File: config.mk
export PLATFORM = sky130hd
export DESIGN_NAME = aes_srow_pipe
export DESIGN_NICKNAME = d
export VERILOG_FILES = /design/src/rtl/aes_srow_pipe_pkg.sv /design/src/rtl/aes_srow_perm.sv /design/src/rtl/aes_srow_pipe.sv
export SDC_FILE = /design/constraint.sdc
export NUM_CORES = 1
export LEC_CHECK = 0
export BUFFER_PORTS_ARGS = -buffer_cell sky130_fd_sc_hd__buf_2
export CAP_MARGIN = 25
export CORE_ASPECT_RATIO = 1.75
export CORE_UTILIZATION = 43
export DETAILED_ROUTE_END_ITERATION = 7
export HOLD_SLACK_MARGIN = 0.08
export PLACE_DENSITY_LB_ADDON = 0.2
export REMOVE_ABC_BUFFERS = 1
export SLEW_MARGIN = 10
export SYNTH_ARGS = -nofsm -noshare
export SYNTH_HDL_FRONTEND = slang
export SYNTH_SLANG_ARGS = --single-unit
File: constraint.sdc
create_clock -name clock_i -period 9.4 [get_ports clock_i]
set_input_delay 0.47 -clock clock_i [delete_from_list [all_inputs] [get_ports clock_i]]
set_output_delay 0.47 -clock clock_i [all_outputs]
set_load 0.1 [all_outputs]
File: src/rtl/aes_srow_pipe_pkg.sv
// Shared constants and helpers for the AES row-shift stage.
// Latency: none (package only).
// Backpressure: n/a.
// Contents: NB legality check and per-row shift offsets (Rijndael C1..C3).
package aes_srow_pipe_pkg;

    localparam int DEPTH_MAX = 4;

    // Rijndael supports 4, 6 or 8 state columns in this datapath.
    function automatic bit nb_ok(input int nb);
        return (nb == 4) || (nb == 6) || (nb == 8);
    endfunction

    // Left-rotate amount for a row; row 0 never moves, NB=8 uses the wider 1,3,4 offsets.
    function automatic int srow_off(input int nb, input int row);
        case (row)
            0:       return 0;
            1:       return 1;
            2:       return (nb == 8) ? 3 : 2;
            default: return (nb == 8) ? 4 : 3;
        endcase
    endfunction

endpackage

File: src/rtl/aes_srow_perm.sv
// Combinational ShiftRows / InvShiftRows byte permutation over a column-major state.
// Latency: 0 cycles (pure wiring plus a 2:1 mux per element).
// Backpressure: none; W=8 permutes data bytes, W=1 permutes one parity bit per byte.
// Ports: state_i (element k at [k*W +: W], k = 4*col+row), inv_i (1 = inverse), state_o.
module aes_srow_perm #(
    parameter int NB = 4,
    parameter int W  = 8
) (
    input  logic [4*NB*W-1:0] state_i,
    input  logic              inv_i,
    output logic [4*NB*W-1:0] state_o
);
    import aes_srow_pipe_pkg::*;

    for (genvar j = 0; j < NB; j++) begin : g_col
        for (genvar i = 0; i < 4; i++) begin : g_row
            localparam int OFF   = srow_off(NB, i);
            // Source column for the forward (left rotate) and inverse (right rotate) shifts.
            localparam int SRC_F = (j + OFF) % NB;
            localparam int SRC_I = (j + NB - OFF) % NB;
            assign state_o[(4*j+i)*W +: W] = inv_i ? state_i[(4*SRC_I+i)*W +: W]
                                                   : state_i[(4*SRC_F+i)*W +: W];
        end
    end

endmodule

File: src/rtl/aes_srow_pipe.sv
// Registered AES ShiftRows/InvShiftRows stage with a DEPTH-entry output FIFO and sideband tag.
// Latency: 1 cycle from push to out_valid_o when the FIFO is empty; strict FIFO order.
// Backpressure: in_ready_o = (count < DEPTH), registered-count only, no path from out_ready_i.
// Ports: clock_i, reset_i (sync, active-low), in_valid_i/in_ready_o/in_inv_i/in_tag_i/in_state_i,
//        out_valid_o/out_ready_i/out_tag_o/out_state_o; byte k of a state at [8k +: 8], k = 4*col+row.
// Option macro AES_SROW_PARITY_EN: adds in_par_i/out_par_o (per-byte even parity, permuted with
//        the data) and par_err_o (sticky input-parity error, cleared only by reset).
module aes_srow_pipe #(
    parameter int NB    = 4,
    parameter int DEPTH = 2,
    parameter int TAG_W = 4
) (
    input  logic               clock_i,
    input  logic               reset_i,
    input  logic               in_valid_i,
    output logic               in_ready_o,
    input  logic               in_inv_i,
    input  logic [TAG_W-1:0]   in_tag_i,
    input  logic [32*NB-1:0]   in_state_i,
    output logic               out_valid_o,
    input  logic               out_ready_i,
    output logic [TAG_W-1:0]   out_tag_o,
    output logic [32*NB-1:0]   out_state_o
`ifdef AES_SROW_PARITY_EN
    ,
    input  logic [4*NB-1:0]    in_par_i,
    output logic [4*NB-1:0]    out_par_o,
    output logic               par_err_o
`endif
);
    import aes_srow_pipe_pkg::*;

    localparam int STATE_W = 32 * NB;
    localparam int CNT_W   = $clog2(DEPTH + 1);
    localparam int PTR_W   = (DEPTH > 1) ? $clog2(DEPTH) : 1;

    if (!nb_ok(NB)) begin : g_bad_nb
        $error("aes_srow_pipe: NB must be 4, 6 or 8");
    end
    if (DEPTH < 1 || DEPTH > DEPTH_MAX) begin : g_bad_depth
        $error("aes_srow_pipe: DEPTH must be 1..4");
    end

    // FIFO entry: data is stored already permuted.
    typedef struct packed {
        logic [TAG_W-1:0]   tag;
        logic [STATE_W-1:0] state;
`ifdef AES_SROW_PARITY_EN
        logic [4*NB-1:0]    par;
`endif
    } srow_ent_t;

    logic [CNT_W-1:0] count_q, count_d;
    logic [PTR_W-1:0] wr_ptr_q, wr_ptr_d;
    logic [PTR_W-1:0] rd_ptr_q, rd_ptr_d;
    srow_ent_t        mem_q [DEPTH];
    srow_ent_t        wr_ent;
    srow_ent_t        rd_ent;
    logic [STATE_W-1:0] perm_state;
    logic             push;
    logic             pop;

    // in_ready_o is forced low while reset is asserted.
    assign in_ready_o  = reset_i && (count_q < CNT_W'(DEPTH));
    assign out_valid_o = (count_q != '0);
    assign push        = in_valid_i && in_ready_o;
    assign pop         = out_valid_o && out_ready_i;

    aes_srow_perm #(.NB(NB), .W(8)) u_perm_dat (
        .state_i (in_state_i),
        .inv_i   (in_inv_i),
        .state_o (perm_state)
    );

`ifdef AES_SROW_PARITY_EN
    logic [4*NB-1:0] perm_par;
    logic [4*NB-1:0] calc_par;
    logic            par_bad;
    logic            par_err_q, par_err_d;

    // Parity bits follow their bytes through the same permutation.
    aes_srow_perm #(.NB(NB), .W(1)) u_perm_par (
        .state_i (in_par_i),
        .inv_i   (in_inv_i),
        .state_o (perm_par)
    );

    always_comb begin
        calc_par = '0;
        for (int k = 0; k < 4*NB; k++) begin
            calc_par[k] = ^in_state_i[8*k +: 8];
        end
    end

    assign par_bad   = |(calc_par ^ in_par_i);
    assign par_err_d = par_err_q || (push && par_bad);
    assign par_err_o = par_err_q;
`endif

    always_comb begin
        wr_ent       = '0;
        wr_ent.tag   = in_tag_i;
        wr_ent.state = perm_state;
`ifdef AES_SROW_PARITY_EN
        wr_ent.par   = perm_par;
`endif
    end

    always_comb begin
        count_d  = count_q;
        wr_ptr_d = wr_ptr_q;
        rd_ptr_d = rd_ptr_q;
        if (push) begin
            wr_ptr_d = (wr_ptr_q == PTR_W'(DEPTH - 1)) ? '0 : wr_ptr_q + 1'b1;
        end
        if (pop) begin
            rd_ptr_d = (rd_ptr_q == PTR_W'(DEPTH - 1)) ? '0 : rd_ptr_q + 1'b1;
        end
        // Simultaneous push and pop leaves the occupancy unchanged.
        case ({push, pop})
            2'b10:   count_d = count_q + 1'b1;
            2'b01:   count_d = count_q - 1'b1;
            default: count_d = count_q;
        endcase
    end

    always_ff @(posedge clock_i) begin
        if (!reset_i) begin
            count_q   <= '0;
            wr_ptr_q  <= '0;
            rd_ptr_q  <= '0;
`ifdef AES_SROW_PARITY_EN
            par_err_q <= 1'b0;
`endif
        end else begin
            count_q   <= count_d;
            wr_ptr_q  <= wr_ptr_d;
            rd_ptr_q  <= rd_ptr_d;
`ifdef AES_SROW_PARITY_EN
            par_err_q <= par_err_d;
`endif
        end
    end

    // Storage is not reset: entries are only meaningful while counted.
    always_ff @(posedge clock_i) begin
        if (push) begin
            mem_q[wr_ptr_q] <= wr_ent;
        end
    end

    assign rd_ent      = mem_q[rd_ptr_q];
    assign out_tag_o   = rd_ent.tag;
    assign out_state_o = rd_ent.state;
`ifdef AES_SROW_PARITY_EN
    assign out_par_o   = rd_ent.par;
`endif

endmodule

==> summary.txt <==
Critical path
  – CP max-delay cell: dfxtp_4
  – Worst Path Required: slightly below 9 ns
  – CP cell instances: buf_4, mux2_2, buf_2
  – Reg-to-Reg Start: count_q[1]
  – Crit start category: flip-flop
  – Max incr delay on CP: 0.87 ns
  – CP Max Fanout: 74
  – Reg2Reg Setup Slack: ~6.6 ns
  – Worst EP arrival: 3.14 ns
  – Reg2reg end: mem_q[0][59]
  – Critical path class: reg -> out
  – Critical Path Sink Type: primary output
  – Worst R2R Path Depth: 5

Min path
  – HP Start: in_state_i[48]
  – Hold Path End: mem_q[1][112]
  – Hold path depth: 1
  – Hold Path Class: in -> reg

Clocking
  – Clock Latency Late Sink: 0.51 ns
  – Max Buffers Root-to-Sink: 3
  – # H-tree levels: 1
  – CTS Hold Bufs: 0
  – CTS Buf Count: 24
  – Setup bufs post-CTS: 0
  – Clock sink count: between 200 and 300
  – CTS tree: done
  – CTS resizes: 0
  – Clock Tree Root: clkbuf_16
  – Reg clk slew, reported paths: around 0.070 ns

STA
  – Final Hold Vio Count: 0
  – Max Clk Rate: 277 MHz
  – Setup TNS: 0 ns
  – Slew Limit Fails: 0
  – Worst-margin pin slew: 1.01 ns
  – Final Setup Violations: 0
  – RSZ-0062 raised after global routing: false
  – Crit path time final: around 3.6 ns
  – Fin crit share: 38.4%
  – Max-slew headroom: 32.5%
  – Clock Skew: approximately 0.0067 ns

Flow run
  – Max Cap Violations: 0

Placement
  – Placed Cells: roughly 1100
  – Input/output buffers: 270
  – HPWL Detailed: between 10000 and 15000 um
  – GP Congestion: between 0.7 and 0.8

Floorplanning
  – Die area: approximately 25000 um2
  – Core area: between 20000 and 25000 um2
  – Die Y: between 200 and 250 um
  – Cell Rows: 75
  – Initial Util: a little over two fifths
  – Ports: 271
  – Die width: about 120 um

Global route
  – Vias in the first global route: a little over 6000
  – GR Util All Layers: approximately 17%
  – Global-route wire length before repair: about 32000 um
  – Initial antenna violation count: 5
  – GRT overflow: 0
  – Largest net degree at the start of global routing: 75

Pwr
  – Pwr dens: between 300 and 400 nW/um2
  – Total power: approximately 4200 uW
  – Max VDD drop: roughly 0.00026 V
  – Static leakage: around 0.0048 uW

Synth
  – Sequential share of the synthesized area: roughly 76%
  – Yosys top cell area share: between 70% and 80%
  – Synth Register Bits: about 270
  – Cell variety after synth: 20
  – Cell Area, Synth: between 10000 and 15000 um2
  – Largest area contributor in the netlist: edfxtp_1
  – Synth Instances: approximately 510
  – Synth top area cells: edfxtp_1 75%, mux2_2 20%, mux2_4 1.4%
  – Synth warnings: 0
  – Mean Syn Cell Area: between 20 and 25 um2

Routing
  – Via count: ~5500
  – # DRC: 0
  – DRT iter0 DRCs: approximately 260
  – Vias/cell: 4.97
  – Total wire length: 21400 um
  – First-pass DRT Iterations: 4
  – Routed Antenna Nets: 0
  – WL/cell: a little under 20 um

Final layout
  – Area delta synth->final: 23.5%
  – Nets: between 900 and 1000
  – Fraction of layout instances using a drive strength above 1: a little under two thirds
  – Post-route insts no fill: approximately 1100

Run status
  – Status: complete, no violations
## layer usage
metal / up-vias / GRT usage, % / part of all wire (%)
met2: 181 / 32.7 / 58
li1: 2568 / - / -
met4: 2 / 8.85 / 3.9
met5: - / 0 / 0.061
met1: 2739 / 16.2 / 33
met3: 45 / 3.18 / 5.4
## kinds of logic after synthesis
kind of cell / after synthesis / share of synthesized area (%)
multiplexers: 196 / 21.2
AND/OR/NAND/NOR: 11 / 0.603
flip-flops: 269 / 75.8
adder cells (fa/ha/maj): 1 / 0.118
AO/OA/AOI/OAI: 3 / 0.189
XOR/XNOR: 4 / 0.331
buffers and inverters: 22 / 1.71
## Yosys cell counts
| cell | number |
|---|---|
| a21boi_1 | 1 |
| and2_1 | 2 |
| and3_1 | 1 |
| buf_2 | 7 |
| buf_4 | 6 |
| buf_6 | 9 |
| dfxtp_1 | 5 |
| edfxtp_1 | 264 |
| ha_1 | 1 |
| mux2_2 | 186 |
| mux2_4 | 10 |
| nand2_1 | 1 |
| nand2b_1 | 1 |
| nor2_1 | 1 |
| nor2b_1 | 3 |
| o21a_1 | 1 |
| o21ai_0 | 1 |
| or2_2 | 1 |
| or3_1 | 1 |
| xnor2_1 | 4 |
## layout make-up
type | count | area [um2]
Fill cell | 1927 | 11000
Sequential cell | 269 | 8030
Multi-Input combinational cell | 215 | 2390
Timing Repair Buffer | 275 | 1390
Clock buffer | 32 | 692
Tap cell | 308 | 385
Clock inverter | 11 | 176
Antenna cell | 4 | 10.0
## where the power goes
part | switching (uW) | leakage, uW | internal (uW) | total, uW
clock | 408 | 0.000428 | 652 | 1060
sequential | 60.3 | 0.00246 | 1440 | 1500
combinational | 1350 | 0.00190 | 326 | 1680
## critical path, delay by kind of cell (launching register included)
family / cells / cell delay, ns
buffers and inverters: 2 / 1.30
DFF: 1 / 0.87
muxes: 1 / 0.34
## per-stage QoR
step / hold WS [ns] / utilization (%) / cell area, um2 / setup WS [ns]
after floorplan: 0.486 / - / 10400 / 1.14
after global placement: 0.512 / 50.6 / 12200 / 6.31
after detailed placement: 0.546 / 50.6 / 12200 / 6.24
after CTS: 0.115 / 54.2 / 13100 / 5.71
after global routing: 0.116 / 54.2 / 13100 / 5.59
final: 0.140 / 54.2 / 13100 / 5.79
## placed cells by master, fill, tap and decap left out
cell       instances
o21ai_0            1
and3_4             1
dfxtp_4            1
clkinv_2           3
ha_1               1
or3_1              1
or2_2              1
xnor2_1            4
mux2_2           186
bufinv_16          5
clkbuf_1           3
nand2b_1           1
buf_2            270
nor2b_1            3
edfxtp_1         264
mux2_4            10
o21a_1             1
nor2_4             1
clkbuf_16         25
buf_4              5
nand2_1            1
clkbuf_8           4
and2_1             2
clkinv_1           3
a21boi_1           1
diode_2            4
dfxtp_1            4
## worst max path at each step
stage | startpoint | end | slack (ns) | cells past startpoint
after detailed placement | reset_i | mem_q[0][75] | 6.24 | 6
final | flip-flop | out_state_o[86] | 5.79 | 3
after global placement | flip-flop | out_state_o[86] | 6.31 | 3
after global routing | flip-flop | out_state_o[86] | 5.59 | 3
after floorplan | reset_i | mem_q[0][0] | 1.14 | 3
after CTS | flip-flop | out_state_o[86] | 5.71 | 3
## sequential cells by signal (all words and copies together), names as in the netlist, named ones only
signal / count
mem_q: 264
wr_ptr_q: 1
rd_ptr_q: 1
count_q: 2
No activity file was read; power rests on OpenSTA's default activity.
